`src/rtl/fifo_uart_drain.sv`:
```
// rtl/fifo_uart_drain.sv - pops 32-bit words from a FIFO and sends each as four 8N1 UART frames.
module fifo_uart_drain #(
  parameter int CLKS_PER_BIT = 4,
  parameter int CNT_W        = 16
) (
  input  logic             clk,
  input  logic             rst,
  input  logic             tx_enable,
  input  logic             fifo_empty,
  input  logic [31:0]      fifo_data,
  output logic             fifo_rd,
  output logic             fifo_en,
  output logic             tx,
  output logic             busy,
  output logic             word_done,
  output logic [CNT_W-1:0] words_sent
);

  localparam int BW = (CLKS_PER_BIT > 2) ? $clog2(CLKS_PER_BIT) : 1;
  localparam logic [BW-1:0] BAUD_LAST = BW'(CLKS_PER_BIT - 1);
  localparam logic [BW-1:0] BAUD_PREV = BW'(CLKS_PER_BIT - 2);

  typedef enum logic [2:0] {IDLE, RD, LATCH, START, DATA, STOP} state_t;

  state_t        state;
  logic [31:0]   shreg;
  logic [BW-1:0] baud_cnt;
  logic [2:0]    bit_idx;
  logic [1:0]    byte_idx;
  logic          baud_end;

  assign baud_end = (baud_cnt == BAUD_LAST);
  assign fifo_en  = fifo_rd;

  // Outputs are registered, so each transition also loads the value tx must show in the new state.
  always_ff @(posedge clk) begin
    if (rst) begin
      state      <= IDLE;
      tx         <= 1'b1;
      fifo_rd    <= 1'b0;
      busy       <= 1'b0;
      word_done  <= 1'b0;
      words_sent <= '0;
      shreg      <= '0;
      baud_cnt   <= '0;
      bit_idx    <= '0;
      byte_idx   <= '0;
    end else begin
      fifo_rd   <= 1'b0;
      word_done <= 1'b0;
      case (state)
        IDLE: begin
          if (tx_enable && !fifo_empty) begin
            state   <= RD;
            fifo_rd <= 1'b1;
            busy    <= 1'b1;
          end
        end
        RD: state <= LATCH;
        LATCH: begin
          shreg    <= fifo_data;
          byte_idx <= '0;
          bit_idx  <= '0;
          baud_cnt <= '0;
          tx       <= 1'b0;
          state    <= START;
        end
        START: begin
          if (baud_end) begin
            baud_cnt <= '0;
            tx       <= shreg[0];
            state    <= DATA;
          end else begin
            baud_cnt <= baud_cnt + BW'(1);
          end
        end
        DATA: begin
          if (baud_end) begin
            baud_cnt <= '0;
            shreg    <= shreg >> 1;
            if (bit_idx == 3'd7) begin
              bit_idx <= '0;
              tx      <= 1'b1;
              state   <= STOP;
            end else begin
              bit_idx <= bit_idx + 3'd1;
              tx      <= shreg[1];
            end
          end else begin
            baud_cnt <= baud_cnt + BW'(1);
          end
        end
        STOP: begin
          if (baud_end) begin
            baud_cnt <= '0;
            if (byte_idx == 2'd3) begin
              busy       <= 1'b0;
              words_sent <= words_sent + CNT_W'(1);
              state      <= IDLE;
            end else begin
              byte_idx <= byte_idx + 2'd1;
              tx       <= 1'b0;
              state    <= START;
            end
          end else begin
            baud_cnt <= baud_cnt + BW'(1);
            // Raised one cycle early so the registered pulse lands in the last stop-bit cycle.
            if (byte_idx == 2'd3 && baud_cnt == BAUD_PREV)
              word_done <= 1'b1;
          end
        end
        default: begin
          state <= IDLE;
          tx    <= 1'b1;
          busy  <= 1'b0;
        end
      endcase
    end
  end

endmodule

```
`config.mk`:
```
export PLATFORM = sky130hd
export DESIGN_NAME = fifo_uart_drain
export DESIGN_NICKNAME = d
export VERILOG_FILES = /design/src/rtl/fifo_uart_drain.sv
export SDC_FILE = /design/constraint.sdc
export NUM_CORES = 1
export LEC_CHECK = 0
export BUFFER_PORTS_ARGS = -buffer_cell sky130_fd_sc_hd__buf_2
export CAP_MARGIN = 20
export CELL_PAD_IN_SITES_DETAIL_PLACEMENT = 1
export CELL_PAD_IN_SITES_GLOBAL_PLACEMENT = 1
export CORE_UTILIZATION = 32
export CTS_CLUSTER_SIZE = 24
export DETAILED_ROUTE_END_ITERATION = 8
export PLACE_DENSITY_LB_ADDON = 0.25
export SKIP_LAST_GASP = 1
export SYNTH_ARGS = -nofsm -noshare
export SYNTH_HDL_FRONTEND = slang
export SYNTH_SLANG_ARGS = --single-unit
```
`constraint.sdc`:
```
create_clock -name clk -period 4.1 [get_ports clk]
set_input_delay 0.615 -clock clk [delete_from_list [all_inputs] [get_ports clk]]
set_output_delay 0.615 -clock clk [all_outputs]
set_load 0.02 [all_outputs]
```
# Word-level counts from Yosys, hierarchy flattened
# Cells that the tools add are included.
[totals]
input_bits = 36
word_cells = 81
regBits = 62
output_inout_bits = 21
latchBits = 0
n_memories = 0
ram_bits = 0
romBits = 0
[classes]
mux = 29
reduce_logical = 18
bitwise_logic = 4
magnitude_cmp = 0
shift = 0
n_eq_ne = 16
addsub = 4
n_div = 0
mul = 0
[op_table]
columns = ["cell", "count"]
rows = [
  ["32-bit case mux with 2 select lines", 1],
  ["32-bit two-way mux", 1],
  ["3-bit two-way mux", 7],
  ["3-bit case mux with 6 select lines", 1],
  ["16-bit by 1-bit adder with 16-bit output, second input constant", 1],
  ["2-bit inequality test, second input constant", 7],
  ["1-bit two-way mux", 10],
  ["5-bit AND reduction", 2],
  ["3-bit equality test, second input constant", 3],
  ["2-bit two-way mux", 4],
  ["2-bit case mux with 2 select lines", 2],
  ["2-bit equality test, second input constant", 3],
  ["3-bit by 2-bit equality test with 1-bit output, second input constant", 2],
  ["3-bit case mux with 2 select lines", 1],
  ["3-bit AND reduction", 2],
  ["2-bit nonzero test", 3],
  ["3-bit OR reduction", 2],
  ["1-bit case mux with 5 select lines", 1],
  ["2-bit by 1-bit adder with 2-bit output, second input constant", 2],
  ["1-bit inverter", 4],
  ["4-bit AND reduction", 1],
  ["2-bit OR reduction", 2],
  ["4-bit OR reduction", 1],
  ["3-bit by 1-bit adder with 3-bit output, second input constant", 1],
  ["other kinds (6)", 7],
]

# Logic depth before layout (Yosys ltp)
[depth]
ltp_word = 4
mapped_depth = 7
ltp_nobuf = 6

# Worst setup path after synthesis
# OpenSTA, ideal clock, no wires.
[synth_path]
path_type = "reg-to-reg"
from = "reg baud_cnt[0]"
to = "reg words_sent[15]"
path_buffers = 0
t_required_ps = 4030
setup_ps = 70
path_stages_with_launch = 6
period_less_slack_ps = 1791
t_arrival_ps = 1720
path_slack_ps = 2309
path_cell_list = "dfxtp_1 > ha_1 > nand4_1 > or4_4 > or3_1 > a21oi_1"
[synth_via]
elab_chain_cells = 2
[synth_rtl]
columns = ["item", "line_no", "rtl"]
rows = [
  ["from (decl)", "27", "logic [BW-1:0] baud_cnt;"],
  ["from (signal assigned)", "74", "baud_cnt <= baud_cnt + BW'(1);"],
  ["from (signal assigned)", "90", "baud_cnt <= baud_cnt + BW'(1);"],
  ["from (signal assigned)", "106", "baud_cnt <= baud_cnt + BW'(1);"],
  ["2-bit equality test", "32", "assign baud_end = (baud_cnt == BAUD_LAST);"],
  ["3-bit AND reduction (no line)", "-", ""],
  ["to (signal assigned)", "98", "words_sent <= words_sent + CNT_W'(1);"],
  ["to (decl)", "16", "output logic [CNT_W-1:0] words_sent"],
]
# Every way passes these cells.
# A chain may end at the register's enable or synchronous reset.

# Worst setup path in the final report
[layout_path]
from = "reg baud_cnt[0]"
to = "reg shreg[19]"
[layout_via]
elab_chain_cells = 3
[layout_rtl]
columns = ["item", "line_no", "rtl"]
rows = [
  ["2-bit equality test", "32", ""],
  ["2-bit inequality test (no line)", "-", ""],
  ["2-bit AND reduction (no line)", "-", ""],
  ["to (signal assigned)", "61", "shreg <= fifo_data;"],
  ["to (signal assigned)", "80", "shreg <= shreg >> 1;"],
  ["to (decl)", "26", "logic [31:0] shreg;"],
]
# Every way passes these cells.

==> run summary <==
The sum of negative setup slack came out at 0 ps. The worst clock skew on the final layout came out at about 8 ps. The cell count of the worst hold path is 2.

The highest attainable clock frequency came out at 0.3720 GHz. The worst-skew pair later-pin latency is between 300 and 400 ps. Setup repair after global routing left no endpoint under its margin. Entering global routing, the biggest net connects 38 pins.

The setup slack on the worst flop-to-flop path is ~1400 ps. The per-instance average area after synthesis came out at slightly below 9 µm². The post-CTS setup buffer count came out at 0.

The worst register-to-register path begins at baud_cnt[0]. The number of global-route vias before repair came to about 2,500. The violation count after the first detailed-route iteration is 77. The global-route wire length before repair came out at 11,890 µm.

The worst hold path terminates at busy. The initial core utilization came out at 0.3372. The number of antenna repair diodes came out at 0.

The highest-delay cell along the critical path is sky130_fd_sc_hd__a21oi_4. The endpoint identified for the worst register-to-register timing path is shreg[19]. The I/O pin count is 57.

The number of clock sinks seen by CTS is between 60 and 70. The count of H-tree levels built during CTS came out at 3. The required time of the critical path is between 4000 and 5000 ps. The startpoint of the tightest hold check path is busy. The placed standard-cell area came out at roughly 3300 µm². The number of enable flip-flop cells after synthesis came out at 0.

The critical path endpoint category is a flip-flop. The sequential cell area fraction in the yosys report is 0.4140. The dominant combinational cell family by area after synthesis is simple AND/OR/NAND/NOR gates. Of the available clock period, the critical path in the final layout requires 0.6557. The worst-case IR drop observed on VDD is 218.3 µV.

Across the run, the number of max-cap violations was 0. After clock tree synthesis, the repair step resized 0 gates. The via count came out at roughly 2,600. The maximum fanout encountered on the critical timing path came out at 36. No sink is reached through more buffers than the 2 on the longest clock path. The number of iterations in the first detailed-routing pass came out at 4. The depth of the most critical reg-to-reg path is 6. The analysis attributes to cell leakage a power of 1.273 nW. The final period demand of the worst path is 2688 ps.

After synthesis, the cell types taking the most area are sky130_fd_sc_hd__dfxtp_1, sky130_fd_sc_hd__mux2i_1, sky130_fd_sc_hd__a211oi_1, sky130_fd_sc_hd__nor2_1, sky130_fd_sc_hd__ha_1. The post-cts hold buffer count is 0. Prior to clock tree synthesis, the placed netlist has a worst setup slack of roughly 1400 ps. In this run, distinct cell masters in the synthesized netlist total between 40 and 50. The max-slew violation count is 0. Of all cell types, the one taking the most synthesized area is sky130_fd_sc_hd__dfxtp_1. The core area came out at slightly below 9000 µm². In this run the clock root is driven by a sky130_fd_sc_hd__clkbuf_8. After synthesis, the share of flip-flops with an asynchronous set or reset is 0.

The area share of the leading cell type in the synthesized netlist is 0.4140. In this run the remaining antenna-violating nets after routing total 0. The post-detailed-route wirelength per cell is around 14 µm. The average via count per standard cell is roughly 5.2. The die span in y is slightly below 100 µm. The cell count after synthesis is 336. The share of layout cells above drive strength 1 is 0.2010. The most used flip-flop cell after synthesis is sky130_fd_sc_hd__dfxtp_1.

The total power divided by cell area came out at roughly 520 nW/µm². The number of I/O port buffers is 56. The tightest min-delay check is of the reg2reg type. The initial antenna violation count is 0. The flow ran to the end, and the final reports show no timing, DRC or antenna violations.

After synthesis the netlist holds a flip-flop and latch count of 62. At the worst endpoint, the arrival time is between 2000 and 3000 ps. The number of CTS-inserted buffers is 9. The total routing resource utilization after global routing came out at 0.1544.

The remaining max-slew budget at the tightest pin is 0.4761. Wires add up to roughly 6900 µm. The net count of the finished layout is around 430. The HPWL reported at the end of detailed placement is between 4000 and 5000 µm.

Traced cell by cell, the critical path runs through ha_1, nand3b_1, a21oi_4, buf_4, nor2_1, a211oi_1. The critical path is of the reg2reg type. Of the total synthesized cell area, the portion taken by full adders, half adders and majority gates is 0.03756. The area share of and/or/nand/nor cells after synthesis came out at 0.1899. The number of hold violations in the final report is 0. Once routing completed, OpenROAD measured the worst setup slack at approximately 1400 ps. The filler cells instantiated in the layout total ~1,100. The width of the die came out at 98.79 µm.

The area fraction in compound gates after synthesis is 0.1678. The cell area that synthesis handed to floorplanning was ~3000 µm². At the end of the flow the core is filled with cells to 0.3970. Of the total synthesized cell area, the portion taken by XOR and XNOR cells is 0.02337. The relative area change from synthesis to final layout is 17.74%. The fraction of synthesized area in multiplexers is 0.1177. Clock-pin slew was measured on the worst setup and hold paths at ~60 ps. The net count after synthesis came out at around 380. Routability-driven placement finished with a final weighted congestion of between 0.7 and 0.8. The largest incremental delay on the critical path came out at 670 ps. The final standard cell area without fillers is ~3500 µm². The startpoint type of the worst setup path is a flip-flop.

After global routing the overflow that remains totals 0. The CTS tree is yes. The count of yosys warnings during synthesis is 0. The number of design rule violations left after detail routing came out at 0. The slew of the pin with the lowest slew margin came out at 784.1 ps. The final number of setup-violating endpoints came out at 0.

The full die area is just under 10,000 µm². The initialized floorplan defines 34 standard-cell rows.
## Yosys cell counts, types with 3 or more instances
master,number
sky130_fd_sc_hd__dfxtp_1,62
sky130_fd_sc_hd__nor2_1,48
sky130_fd_sc_hd__a211oi_1,35
sky130_fd_sc_hd__mux2i_1,33
sky130_fd_sc_hd__a21oi_1,18
sky130_fd_sc_hd__clkbuf_1,13
sky130_fd_sc_hd__nand3_1,10
sky130_fd_sc_hd__ha_1,9
sky130_fd_sc_hd__nor4_1,9
sky130_fd_sc_hd__buf_2,8
sky130_fd_sc_hd__inv_1,8
sky130_fd_sc_hd__nand2_1,8
sky130_fd_sc_hd__o21ai_0,7
sky130_fd_sc_hd__nand4_1,6
sky130_fd_sc_hd__nand2b_1,5
sky130_fd_sc_hd__xnor2_1,5
sky130_fd_sc_hd__buf_1,4
sky130_fd_sc_hd__nor3_1,4
sky130_fd_sc_hd__or3_1,4
sky130_fd_sc_hd__nand3b_1,3
sky130_fd_sc_hd__nor3b_1,3
sky130_fd_sc_hd__o31ai_1,3
sky130_fd_sc_hd__xor2_1,3
## cells in the final DEF (no fill, tap or decap), types with 3 or more instances in the layout
cell                       instances
sky130_fd_sc_hd__nand3b_1          3
sky130_fd_sc_hd__a21oi_1          17
sky130_fd_sc_hd__a211oi_1         35
sky130_fd_sc_hd__inv_1             8
sky130_fd_sc_hd__o21ai_0           7
sky130_fd_sc_hd__xnor2_1           5
sky130_fd_sc_hd__nand2_1           8
sky130_fd_sc_hd__nor3_1            4
sky130_fd_sc_hd__xor2_1            3
sky130_fd_sc_hd__nor4_1            9
sky130_fd_sc_hd__mux2i_1          33
sky130_fd_sc_hd__or3_1             4
sky130_fd_sc_hd__buf_2            56
sky130_fd_sc_hd__nand2b_1          5
sky130_fd_sc_hd__ha_1              9
sky130_fd_sc_hd__dfxtp_1          62
sky130_fd_sc_hd__o31ai_1           3
sky130_fd_sc_hd__nand4_1           6
sky130_fd_sc_hd__nand3_1          10
sky130_fd_sc_hd__nor2_1           48
sky130_fd_sc_hd__clkbuf_8         11
sky130_fd_sc_hd__buf_4             4
## flip-flops by register name (all words and copies together) (netlist names)
name / cells
baud_cnt: 2
state: 3
bit_idx: 3
word_done: 1
fifo_en: 1
words_sent: 16
tx: 1
busy: 1
shreg: 32
byte_idx: 2
## metal layers
metal | vias up | wire (µm) | share of wire | global-route usage
li1 | 1315 | - | - | -
met4 | 0 | 99 | 0.014 | 0.06544
met1 | 1194 | 3374 | 0.49 | 0.1927
met2 | 46 | 3194 | 0.46 | 0.2469
met5 | - | 0 | 0 | 0
met3 | 11 | 268 | 0.039 | 0.04681
## how the worst max path moves through the flow
stage	start	endpoint	slack [ps]	cells past startpoint
2_1_floorplan	baud_cnt[0]	words_sent[15]	2310	5
3_5_place_dp	baud_cnt[0]	shreg[19]	1440	6
3_3_place_gp	baud_cnt[0]	shreg[24]	1560	6
4_1_cts	baud_cnt[0]	shreg[19]	1400	6
5_1_grt	baud_cnt[0]	shreg[23]	1150	6
6_report	baud_cnt[0]	shreg[19]	1410	6
## stage by stage
stage | total power, mW | instances | hold slack, ps
detailed placement | 1.309 | 477 | 469.9
global route | 1.962 | 491 | 499.9
finish | 1.823 | 491 | 471.8
CTS | 1.858 | 491 | 476.3
floorplan | 1.187 | 336 | 435.6
global placement | 1.283 | 477 | 443.0
## power breakdown
part | internal (mW) | switching (mW) | leakage [nW]
Combinational | 0.187 | 0.248 | 0.673
Sequential | 0.737 | 0.116 | 0.504
Clock | 0.308 | 0.228 | 0.0956
Total | 1.23 | 0.591 | 1.27
## worst max-delay path, delay by kind of cell (launching register included)
| kind | cells | cell delay, ps |
|---|---|---|
| adder cells (fa/ha/maj) | 1 | 490 |
| flip-flops | 1 | 410 |
| AO/OA/AOI/OAI | 2 | 920 |
| AND/OR/NAND/NOR | 2 | 300 |
| buffers and inverters | 1 | 450 |
## final cells by class
class                   instances  area, µm²  share of cell area
multi-input cells             239       1624              0.4601
flip-flops and latches         62       1241              0.3516
repair buffers                 60      310.3             0.08791
clock buffers                  13      158.9             0.04502
well taps                     108      135.1             0.03828
clock inverters                 1      30.03            0.008508
inverters                       8      30.03            0.008508
## cell families (layout without fill, tap and decap cells)
| kind of cell | after synthesis | in the layout |
|---|---|---|
| AO/OA/AOI/OAI | 75 | 75 |
| buffers and inverters | 35 | 82 |
| XOR/XNOR | 8 | 8 |
| AND/OR/NAND/NOR | 112 | 112 |
| multiplexers | 35 | 35 |
| flip-flops | 62 | 62 |
| adder cells (fa/ha/maj) | 9 | 9 |
Power figures use the tool's default switching activity.
